`config.mk`:
```
export PLATFORM = sky130hd
export DESIGN_NAME = mc_ctrl_flat
export DESIGN_NICKNAME = d
export VERILOG_FILES = /design/src/rtl/mc_ctrl_if.sv /design/src/rtl/mc_ctrl.sv /design/src/flat_wrapper.sv
export SDC_FILE = /design/constraint.sdc
export NUM_CORES = 1
export LEC_CHECK = 0
export CAP_MARGIN = 5
export CELL_PAD_IN_SITES_DETAIL_PLACEMENT = 0
export CELL_PAD_IN_SITES_GLOBAL_PLACEMENT = 1
export CORE_ASPECT_RATIO = 2
export CORE_MARGIN = 2
export CORE_UTILIZATION = 35
export DETAILED_ROUTE_END_ITERATION = 10
export PLACE_DENSITY = 0.84
export SETUP_SLACK_MARGIN = 0.3
export SYNTH_ARGS = -nofsm -noshare
export SYNTH_HDL_FRONTEND = slang
export SYNTH_SLANG_ARGS = --single-unit
```
`constraint.sdc`:
```
create_clock -name clk -period 4.4 [get_ports clk]
set_input_delay 0.66 -clock clk [delete_from_list [all_inputs] [get_ports clk]]
set_output_delay 0.66 -clock clk [all_outputs]
set_load 0.005 [all_outputs]
```
`src/rtl/mc_ctrl_if.sv`:
```
// rtl/mc_ctrl_if.sv - control unit to datapath signal bundle
interface mc_ctrl_if #(
    parameter int CNT_W = 16
);
    logic [5:0]       op;
    logic             mem_ready;
    logic             pc_write;
    logic             pc_write_cond;
    logic             iord;
    logic             mem_read;
    logic             mem_write;
    logic             ir_write;
    logic             mem_to_reg;
    logic             reg_dst;
    logic             reg_write;
    logic             alu_src_a;
    logic [1:0]       alu_src_b;
    logic [1:0]       alu_op;
    logic [1:0]       pc_src;
    logic             illegal;
    logic [3:0]       state;
    logic [CNT_W-1:0] retired;

    modport master (
        input  op, mem_ready,
        output pc_write, pc_write_cond, iord, mem_read, mem_write, ir_write,
               mem_to_reg, reg_dst, reg_write, alu_src_a, alu_src_b, alu_op,
               pc_src, illegal, state, retired
    );

    modport slave (
        output op, mem_ready,
        input  pc_write, pc_write_cond, iord, mem_read, mem_write, ir_write,
               mem_to_reg, reg_dst, reg_write, alu_src_a, alu_src_b, alu_op,
               pc_src, illegal, state, retired
    );
endinterface

```
`src/rtl/mc_ctrl.sv`:
```
// rtl/mc_ctrl.sv - multicycle CPU control FSM with retired-instruction counter
module mc_ctrl #(
    parameter int CNT_W = 16
) (
    input  logic          clk,
    input  logic          rst,
    mc_ctrl_if.master     bus
);
    typedef enum logic [3:0] {
        S_FETCH  = 4'd0,
        S_DECODE = 4'd1,
        S_MEMADR = 4'd2,
        S_MEMRD  = 4'd3,
        S_MEMWB  = 4'd4,
        S_MEMWR  = 4'd5,
        S_REX    = 4'd6,
        S_RWB    = 4'd7,
        S_BEQ    = 4'd8,
        S_AEX    = 4'd9,
        S_AWB    = 4'd10,
        S_JMP    = 4'd11
    } state_t;

    localparam logic [5:0] OP_R    = 6'b000000;
    localparam logic [5:0] OP_LW   = 6'b100011;
    localparam logic [5:0] OP_SW   = 6'b101011;
    localparam logic [5:0] OP_BEQ  = 6'b000100;
    localparam logic [5:0] OP_ADDI = 6'b001000;
    localparam logic [5:0] OP_J    = 6'b000010;

    state_t           state_q, state_d;
    logic [CNT_W-1:0] retired_q;
    logic             retire;

    always_ff @(posedge clk) begin
        if (rst) begin
            state_q   <= S_FETCH;
            retired_q <= '0;
        end else begin
            state_q <= state_d;
            if (retire) retired_q <= retired_q + CNT_W'(1);
        end
    end

    always_comb begin
        state_d           = state_q;
        retire            = 1'b0;
        bus.pc_write      = 1'b0;
        bus.pc_write_cond = 1'b0;
        bus.iord          = 1'b0;
        bus.mem_read      = 1'b0;
        bus.mem_write     = 1'b0;
        bus.ir_write      = 1'b0;
        bus.mem_to_reg    = 1'b0;
        bus.reg_dst       = 1'b0;
        bus.reg_write     = 1'b0;
        bus.alu_src_a     = 1'b0;
        bus.alu_src_b     = 2'b00;
        bus.alu_op        = 2'b00;
        bus.pc_src        = 2'b00;
        bus.illegal       = 1'b0;
        case (state_q)
            S_FETCH: begin
                bus.mem_read  = 1'b1;
                bus.alu_src_b = 2'b01;
                // IR and PC only load once the fetch data is actually there
                if (bus.mem_ready) begin
                    bus.ir_write = 1'b1;
                    bus.pc_write = 1'b1;
                    state_d      = S_DECODE;
                end
            end
            S_DECODE: begin
                bus.alu_src_b = 2'b11;
                case (bus.op)
                    OP_LW, OP_SW: state_d = S_MEMADR;
                    OP_R:         state_d = S_REX;
                    OP_BEQ:       state_d = S_BEQ;
                    OP_ADDI:      state_d = S_AEX;
                    OP_J:         state_d = S_JMP;
                    default: begin
                        bus.illegal = 1'b1;
                        state_d     = S_FETCH;
                    end
                endcase
            end
            S_MEMADR: begin
                bus.alu_src_a = 1'b1;
                bus.alu_src_b = 2'b10;
                state_d       = (bus.op == OP_LW) ? S_MEMRD : S_MEMWR;
            end
            S_MEMRD: begin
                bus.mem_read = 1'b1;
                bus.iord     = 1'b1;
                if (bus.mem_ready) state_d = S_MEMWB;
            end
            S_MEMWB: begin
                bus.reg_write  = 1'b1;
                bus.mem_to_reg = 1'b1;
                retire         = 1'b1;
                state_d        = S_FETCH;
            end
            S_MEMWR: begin
                bus.mem_write = 1'b1;
                bus.iord      = 1'b1;
                if (bus.mem_ready) begin
                    retire  = 1'b1;
                    state_d = S_FETCH;
                end
            end
            S_REX: begin
                bus.alu_src_a = 1'b1;
                bus.alu_op    = 2'b10;
                state_d       = S_RWB;
            end
            S_RWB: begin
                bus.reg_write = 1'b1;
                bus.reg_dst   = 1'b1;
                retire        = 1'b1;
                state_d       = S_FETCH;
            end
            S_BEQ: begin
                bus.alu_src_a     = 1'b1;
                bus.alu_op        = 2'b01;
                bus.pc_write_cond = 1'b1;
                bus.pc_src        = 2'b01;
                retire            = 1'b1;
                state_d           = S_FETCH;
            end
            S_AEX: begin
                bus.alu_src_a = 1'b1;
                bus.alu_src_b = 2'b10;
                state_d       = S_AWB;
            end
            S_AWB: begin
                bus.reg_write = 1'b1;
                retire        = 1'b1;
                state_d       = S_FETCH;
            end
            S_JMP: begin
                bus.pc_write = 1'b1;
                bus.pc_src   = 2'b10;
                retire       = 1'b1;
                state_d      = S_FETCH;
            end
            default: state_d = S_FETCH;
        endcase
    end

    assign bus.state   = state_q;
    assign bus.retired = retired_q;
endmodule

```
`src/flat_wrapper.sv`:
```
// flat-port wrapper written by rule: the top's interface ports become plain ports
module mc_ctrl_flat 
#(
    parameter int CNT_W = 16
)
  (clk, rst, bus_op, bus_mem_ready, bus_pc_write, bus_pc_write_cond, bus_iord, bus_mem_read, bus_mem_write, bus_ir_write, bus_mem_to_reg, bus_reg_dst, bus_reg_write, bus_alu_src_a, bus_alu_src_b, bus_alu_op, bus_pc_src, bus_illegal, bus_state, bus_retired);
  mc_ctrl_if #(.CNT_W(CNT_W)) bus_i ();
  input  logic clk;
  input  logic rst;
  input wire logic [$bits(bus_i.op)-1:0] bus_op;
  input wire logic [$bits(bus_i.mem_ready)-1:0] bus_mem_ready;
  output wire logic [$bits(bus_i.pc_write)-1:0] bus_pc_write;
  output wire logic [$bits(bus_i.pc_write_cond)-1:0] bus_pc_write_cond;
  output wire logic [$bits(bus_i.iord)-1:0] bus_iord;
  output wire logic [$bits(bus_i.mem_read)-1:0] bus_mem_read;
  output wire logic [$bits(bus_i.mem_write)-1:0] bus_mem_write;
  output wire logic [$bits(bus_i.ir_write)-1:0] bus_ir_write;
  output wire logic [$bits(bus_i.mem_to_reg)-1:0] bus_mem_to_reg;
  output wire logic [$bits(bus_i.reg_dst)-1:0] bus_reg_dst;
  output wire logic [$bits(bus_i.reg_write)-1:0] bus_reg_write;
  output wire logic [$bits(bus_i.alu_src_a)-1:0] bus_alu_src_a;
  output wire logic [$bits(bus_i.alu_src_b)-1:0] bus_alu_src_b;
  output wire logic [$bits(bus_i.alu_op)-1:0] bus_alu_op;
  output wire logic [$bits(bus_i.pc_src)-1:0] bus_pc_src;
  output wire logic [$bits(bus_i.illegal)-1:0] bus_illegal;
  output wire logic [$bits(bus_i.state)-1:0] bus_state;
  output wire logic [$bits(bus_i.retired)-1:0] bus_retired;
  assign bus_i.op = bus_op;
  assign bus_i.mem_ready = bus_mem_ready;
  assign bus_pc_write = bus_i.pc_write;
  assign bus_pc_write_cond = bus_i.pc_write_cond;
  assign bus_iord = bus_i.iord;
  assign bus_mem_read = bus_i.mem_read;
  assign bus_mem_write = bus_i.mem_write;
  assign bus_ir_write = bus_i.ir_write;
  assign bus_mem_to_reg = bus_i.mem_to_reg;
  assign bus_reg_dst = bus_i.reg_dst;
  assign bus_reg_write = bus_i.reg_write;
  assign bus_alu_src_a = bus_i.alu_src_a;
  assign bus_alu_src_b = bus_i.alu_src_b;
  assign bus_alu_op = bus_i.alu_op;
  assign bus_pc_src = bus_i.pc_src;
  assign bus_illegal = bus_i.illegal;
  assign bus_state = bus_i.state;
  assign bus_retired = bus_i.retired;
  mc_ctrl #(.CNT_W(CNT_W)) u_core (.clk(clk), .rst(rst), .bus(bus_i));
endmodule
```
==> results.md, run 1 <==
- The endpoint of the worst hold-timing path is u_core.bus.retired[15].
- The final non-filler cell total is 260.
- The worst register-to-register path has a setup slack of 2.14 ns.
- Data arrives at the worst endpoint at around 2.5 ns.
- The register bit total from synthesis is 20.
- The die height is about 92 um.
- For the worst flop-to-flop path, the logic depth is 4.
- The latest clock arrival within the worst-skew pair is 0.26 ns.
- The worst path uses about 71% of the clock period.
- Once detail routing completed, the nets flagged for antenna violations numbered 0.
- The time the worst path needs with I/O delays and setup is a little over 3 ns.
- In this run, distinct cell masters in the synthesized netlist total 46.
- Counting every net in the synthesized netlist gives approximately 180.
- For this design the ratio of total power to cell area is between 200 and 250 nW/um^2.
- The number of standard cells after synthesis is between 150 and 200.
- The final net count is 220.
- The leakage dissipation is around 0.60 nW.
- In this run the mean area of a mapped cell was 7.89 um^2.
- The number of sinks handled by clock tree synthesis is 20.
- In this run the clock root is driven by a sky130_fd_sc_hd__clkbuf_8.
- Clock-pin slew was measured on the worst setup and hold paths at ~0.070 ns.
- For this run, the number of Yosys warnings is 0.
- The number of antenna diodes in the final layout is 0.
- The largest individual stage delay along the critical path comes from the cell sky130_fd_sc_hd__clkdlybuf4s50_1.
- Relative to the synthesized area, the layout overhead comes to 38.3%.
- The primary flip-flop cell chosen by synthesis mapping is sky130_fd_sc_hd__dfxtp_1.
- The worst clock skew on the final layout is roughly 0.0078 ns.
- For this run, the slowest stage of the critical path takes between 0.5 and 0.6 ns.
- The top-area cell type share of the netlist area is between 20% and 30%.
- The TritonCTS clock tree is yes.
- The detailed router finished its first iteration with 11 violations.
- The number of placement rows is 32.
- Of the cells placed in the final design, the portion with a size suffix greater than 1 is between 6 and 7%.
- The wire length of the first global-routing pass is approximately 6000 um.
- The kind of start point of the critical path is an input port.
- The first TritonRoute pass finished after 4 iterations.
- Setup violations remaining at the end of the flow were counted as 0.
- Walking the worst path, the cells encountered are clkdlybuf4s50_1 > or3b_2 > a21oi_1 > nor4_1 > clkdlybuf4s50_1.
- In this run the number of H-tree levels came out at 1.
- The worst setup path is of the input port to primary output kind.
- Entering global routing, the biggest net connects 27 pins.
- Once the clock tree was built, the setup fixing pass inserted 0 buffers.
- Dividing the detail-routed via count by the number of cells gives roughly 5.7.
- Counting both buffers and inverters, the worst setup path holds a total of 2.
- STA puts the critical path data required time at around 3.7 ns.
- Global routing used 17.9% of the available tracks.
- Setup repair after global routing left no endpoint under its margin.
- In this run the worst path has a maximum fanout of 6.
- The mean routed wirelength per cell is ~14 um.
- Detailed placement ended at an HPWL of ~2800 um.
- The final weighted congestion in routability-driven placement is about 0.8.
- The number of failing hold endpoints at the final stage is 0.
- Along the worst hold path, the cell count comes to 2.
- The total number of vias is approximately 1500.
- The effective utilization at floorplan is around 36%.
- In this design, the largest share of critical-path delay is due to buffers and inverters.
- In this run the most critical hold path is launched from u_core.bus.retired[15].
- In this run, synthesis inferred 0 flip-flops with an integrated enable.
- For the final routed database, the setup TNS stands at 0 ns.
- Among the stages of the critical path, the cell type that occurs most often is sky130_fd_sc_hd__clkdlybuf4s50_1.
- The via count of the first global-routing pass is between 1000 and 1500.
- The total wirelength of the detailed-routed design is 3670 um.
- The number of clock buffers added by TritonCTS is 3.
- The number of pins exceeding their max-slew limit in the final report is 0.
- Static timing analysis puts the maximum clock frequency at around 320 MHz.
- The worst-margin pin slew is 0.944 ns.
- The area enclosed by the die boundary is 4420 um^2.
- The worst flop-to-flop path startpoint is u_core.bus.state[2].
- Ranked by total cell area, the synthesized netlist is headed by sky130_fd_sc_hd__dfxtp_1, sky130_fd_sc_hd__a21oi_1, sky130_fd_sc_hd__mux2_1.
- Sequential elements use between 20% and 30% of the synthesized area.
- The number of buffers added on ports is 45.
- 46 I/O pins were placed.
- STA classifies the critical path endpoint as a primary output.
- Hold repair after CTS inserted 0 buffers.
- The worst flop-to-flop path endpoint is u_core.bus.retired[14].
- The core area is around 3800 um^2.
- The path class of the tightest hold or removal check is register to register.
- The number of buffers between clock root and the deepest sink is 2.
- After global routing the overflow that remains totals 0.
- The cell area after technology mapping is approximately 1400 um^2.
- The flow ran to the end, and the final reports show no timing, DRC or antenna violations.
- The number of stages on the worst setup path is 5.
- The post-synthesis cell type with the largest combined area is sky130_fd_sc_hd__dfxtp_1.
- The die outline width is between 40 and 50 um.
- IR analysis of the VDD net gives a maximum drop of 0.000122 V.
- After clock tree synthesis, the repair step resized 0 gates.
- The DRC violation count after routing is 0.
- The worst-case headroom to the max-slew limit is between 30% and 40%.
- Counting tap cells, the placed design contains a total of about 260 instances.
- The tool flagged a number of max-cap violations equal to 0.
- The total chip power is ~0.4 mW.
- The fraction of registers with async set or reset after synthesis is 0%.
- Tracing the worst setup path back leads to its startpoint at bus_op[1].
- The number of antenna violations at the first check in global routing is 0.
[flip-flops by register name (all words and copies together) (netlist names)]
name / cells
u_core.bus.retired: 16
u_core.bus.state: 4
[synth_stat cells (all sizes together) (2+ instances only)]
library cell  instances
or3                   4
or4                   8
clkbuf                6
and4                  3
nor4                  8
buf                   7
inv                   6
o41ai                 2
nor2                 15
mux2                  7
nand2b                4
o31ai                 7
dfxtp                20
or2                   2
nor2b                 8
nor3                  7
nand3                 4
o21ai                 7
nand2                 9
a21oi                15
nand4                 4
[worst max path at each step]
stage | to | slack (ns)
2_1_floorplan | bus_illegal | 2.33
4_1_cts | bus_illegal | 1.28
6_report | bus_illegal | 1.29
3_3_place_gp | bus_illegal | 1.31
3_5_place_dp | bus_illegal | 1.28
5_1_grt | bus_illegal | 1.18
[per-layer routing]
metal / routed length, um / part of all wire [%] / up-vias / global-route usage [%]
met5: 0 / 0 / - / 0
met4: 86 / 2.3 / 0 / 8.78
met3: 119 / 3.2 / 6 / 1.38
met2: 2150 / 59 / 44 / 32.9
met1: 1310 / 36 / 705 / 18.0
li1: - / - / 714 / -
[cells in the final DEF (no fill, tap or decap), drive strengths merged, types with 8 or more instances in the layout]
master / instances
nand2: 9
a21oi: 15
or4: 8
nor2: 15
clkdlybuf4s50: 45
nor2b: 8
dfxtp: 20
nor4: 8
[power breakdown]
group | internal, mW | switching (mW) | total [mW]
combinational | 0.0229 | 0.0222 | 0.0452
sequential | 0.182 | 0.00296 | 0.185
clock | 0.121 | 0.0607 | 0.182
total | 0.326 | 0.0859 | 0.412
[worst min-delay path: stages, from the launching register on]
cell and delay [ns]:
sky130_fd_sc_hd__dfxtp_1 0.32, sky130_fd_sc_hd__o31ai_1 0.06, sky130_fd_sc_hd__a21oi_1 0.05
[layout make-up]
type | count | area [um^2]
clock buffer | 3 | 41.3
clock inverter | 1 | 30.0
fill | 387 | 1930
inverter | 6 | 22.5
multi-input combinational | 133 | 860
sequential | 20 | 400
tap | 51 | 63.8
timing repair buffer | 46 | 458
[kinds of logic (layout without fill, tap and decap cells)]
kind of cell / Yosys count / after routing / synth area share, %
AND/OR/NAND/NOR: 82 / 82 / 35.1
AO/OA/AOI/OAI: 40 / 40 / 19.6
flip-flops: 20 / 20 / 29.5
buffers and inverters: 19 / 56 / 7.10
multiplexers: 8 / 8 / 6.55
XOR/XNOR: 2 / 2 / 1.29
adder cells (fa/ha/maj): 1 / 1 / 0.922
[metrics by stage]
stage	worst slack [ns]	instance area, um^2	hold slack (ns)	util [%]
after floorplan	2.33	1360	0.468	-
after global placement	1.31	1800	0.463	47.4
after detailed placement	1.28	1800	0.474	47.4
after CTS	1.28	1880	0.484	49.3
after global routing	1.18	1880	0.501	49.3
final	1.29	1880	0.475	49.3
No activity file was read; power rests on OpenSTA's default activity.
==> run 2, diff against run 1 <==
CORE_UTILIZATION = 32   (was 35)
PLACE_DENSITY = 0.78   (was 0.84)
clock period = 2.99 ns   (was 4.4 ns; I/O delays follow)
==> run 2 against run 1 <==
Effect of this change: utilization down 3.2 points; worst hold slack better by 0.0097 ns; via count up 0.48%; largest cell class unchanged; cell area up 0.53%; sequential share of layout area about the same.
==> results.md, run 2 (same netlist as run 1, synthesis figures left out) <==
- The run finished with clean final reports.
- The setup TNS after final layout was 0 ns (unchanged).
- The number of setup violations in the final report is 0 (unchanged).
- The latest clock arrival within the worst-skew pair was 0.25 ns (about the same).
- The pin count of the biggest net entering global routing is 20 (-26%).
- The number of vias per cell after detailed routing was 5.59 (-1.0%).
- The highest ir drop seen on vdd came to 0.000228 V (+87%).
- The relative contribution of the clock network to total power was 37.7% (-6.5 points).
- The wire length of the first global-routing pass was 6390 um (+6.4%).
- The total chip power is 0.544 mW (+32%).
- The class of the tightest hold or removal check is register to register.
- The number of placement rows is 33 (+3.1%).
- The total area of multi-input combinational cells was 860 um^2 (unchanged).
- The worst setup path is captured at a primary output.
- The total number of vias is 1476 (+0.48%).
- The worst-margin pin slew is 0.732 ns (-0.212 ns).
- The final instance area came to 1890 um^2 (+0.53%).
- The final worst slack is 0.390 ns (-0.904 ns).
- The starting DRC count in detailed routing is 28 (+17).
- The category of the most critical setup path is input port to primary output.
- The data arrival at the endpoint of the critical path is 2.15 ns (-0.30 ns).
- Derived from the worst setup path, the maximum achievable clock frequency is around 380 MHz.
- The effective utilization at floorplan is 33.2% (-2.5 points).
- The number of optimization iterations in the first detailed-route pass is 4 (unchanged).
- The proportion of layout cells with a drive suffix above 1 came to 8.02% (+1.8 points).
- The cell sitting at the root of the clock tree is a sky130_fd_sc_hd__clkbuf_8.
- Leaving out fill and tap cells, the most frequent cells in the layout are sky130_fd_sc_hd__clkdlybuf4s50_1, sky130_fd_sc_hd__dfxtp_1, sky130_fd_sc_hd__nor2_1, sky130_fd_sc_hd__a21oi_1, sky130_fd_sc_hd__nand2_1.
- The TritonCTS clock tree is yes.
- The total cell area at the placement stage is 1830 um^2 (+1.3%).
- The commonest non-fill, non-tap cell in the layout is sky130_fd_sc_hd__clkdlybuf4s50_1.
- The fraction of power consumed by combinational cells was 12.4% (+1.4 points).
- The number of antenna violations at the first check in global routing is 0 (unchanged).
- The sequential cell area is 402 um^2 (+0.31%).
- The switching power is 0.126 mW (+46%).
- Relative to the synthesized area, the layout overhead comes to 39.0%.
- The final critical path takes up between 80% and 90% of the cycle.
- The internal power consumption is 0.418 mW (+28%).
- The final net count is 223 (+1.4%).
- The number of filler cells placed in the layout is 427 (+10%).
- The mean routed wirelength per cell is 14.7 um (+4.2%).
- The max-cap violation count is 0 (unchanged).
- The number of flip-flops under the largest register name is 16 (unchanged).
- The number of failing hold endpoints at the final stage came to 0 (unchanged).
- The final weighted congestion in routability-driven placement is 0.766 (-1.8%).
- The worst path required time is 2.54 ns (-1.20 ns).
- After layout, the minimum clock period comes to 2.60 ns.
- The number of buffers between clock root and the deepest sink is 2 (unchanged).
- The CTS buffer count is 3 (unchanged).
- The via count of the first global-routing pass was 1497 (+8.4%).
- The number of sinks handled by clock tree synthesis is 20 (unchanged).
- The total wirelength of the detailed-routed design came to 3880 um (+5.8%).
- The die outline width is 50.0 um (+4.2%).
- The number of hold buffers added after CTS was 0 (unchanged).
- Setup repair after global routing left no endpoint under its margin.
- The worst-case headroom to the max-slew limit is 51.2% (+14 points).
- The kind of start point of the critical path is an input port.
- The DRC violation count after routing was 0 (unchanged).
- The total inserted antenna cells is 0 (unchanged).
- The worst clock skew on the final layout was 0.00426 ns (-0.00352 ns).
- The post-CTS setup repair buffer count is 0 (unchanged).
- The power per cell area was 289 nW/um^2 (+31%).
- The residual antenna-violating net count after detailed routing was 0 (unchanged).
- The clock-pin slew on the worst setup and hold paths was 0.07 ns (about the same).
- The area enclosed by the die boundary was 4810 um^2 (+8.8%).
- The overall fraction of global-route tracks in use is 16.8% (-1.1 points).
- The number of buffers added on ports is 45 (unchanged).
- The die height is 96.1 um (+4.4%).
- The minimum hold slack is 0.485 ns (+0.00972 ns).
- The post-place setup slack came to 0.286 ns (-0.992 ns).
- The share of power burned in registers is 49.9% (+5.1 points).
- The switching power share of the total is 23.1% (+2.3 points).
- The placed wire-length estimate came to 3070 um (+9.0%).
- The number of pins exceeding their max-slew limit in the final report is 0 (unchanged).
- The number of H-tree levels is 1 (unchanged).
- The worst-path maximum fanout is 8 (+2).
- The leakage dissipation is 0.623 nW (+3.0%).
- The global-route congestion overflow total is 0 (unchanged).
- The core area is 4090 um^2 (+7.5%).
- The count of boundary I/O pins is 46 (unchanged).
==> run 2: cell count changes in the layout (fill, tap and decap cells not counted), sizes merged <==
cell           change
dlygate4sd2        +1
dlymetal6s2s       +1
buf                +3
clkbuf             +1
clkdlybuf4s50      -2
bufinv             -1
==> run 2: worst max-delay path: stages <==
cell and delay, ns:
sky130_fd_sc_hd__clkdlybuf4s50_1 0.61, sky130_fd_sc_hd__or3_1 0.15, sky130_fd_sc_hd__a21oi_1 0.07, sky130_fd_sc_hd__nor4_1 0.29
sky130_fd_sc_hd__clkdlybuf4s50_1 0.57
==> run 2: power groups by stage <==
stage	clock [mW]	combinational [mW]	sequential [mW]
after global routing	0.221	0.0741	0.272
after floorplan	0	0.0332	0.275
final	0.205	0.0672	0.272
after global placement	0	0.0657	0.278
after CTS	0.212	0.0677	0.272
after detailed placement	0	0.0680	0.278
==> run 2: path summary, 6_finish.rpt <==
path	start	slack [ns]	endpoint	cells past startpoint
hold reg to reg	u_core.bus.retired[15]	0.49	u_core.bus.retired[15]	2
setup / recovery	bus_op[3]	0.39	bus_illegal	5
setup reg to reg	u_core.bus.state[2]	0.78	u_core.bus.retired[13]	5
hold / removal	u_core.bus.retired[15]	0.49	u_core.bus.retired[15]	2
==> run 2: timing repair <==
item                                    4_1_cts  5_1_grt
endpoints found under the setup margin        1        2
gates cloned                                  0        0
gates resized for setup                       1        2
==> run 2: cell type report <==
| cell class | count | area share (%) |
|---|---|---|
| Inverter | 6 | 1.19 |
| Clock buffer | 4 | 2.92 |
| Timing Repair Buffer | 49 | 25.5 |
| Tap cell | 52 | 3.45 |
| Multi-Input combinational cell | 133 | 45.6 |
| Sequential cell | 20 | 21.3 |
==> run 2: stage by stage <==
stage	utilization [%]	instances
2_1_floorplan	-	172
3_3_place_gp	44.7	260
3_5_place_dp	44.7	260
4_1_cts	46.0	264
5_1_grt	46.1	264
6_report	46.1	264
==> run 2: layer usage <==
metal / share of wire [%] / vias up / global-route usage [%]
met4: 4.9 / 0 / 10.6
met2: 56 / 43 / 32.9
met5: 0 / - / 0
li1: - / 723 / -
met3: 2.3 / 17 / 2.02
met1: 37 / 693 / 15.8
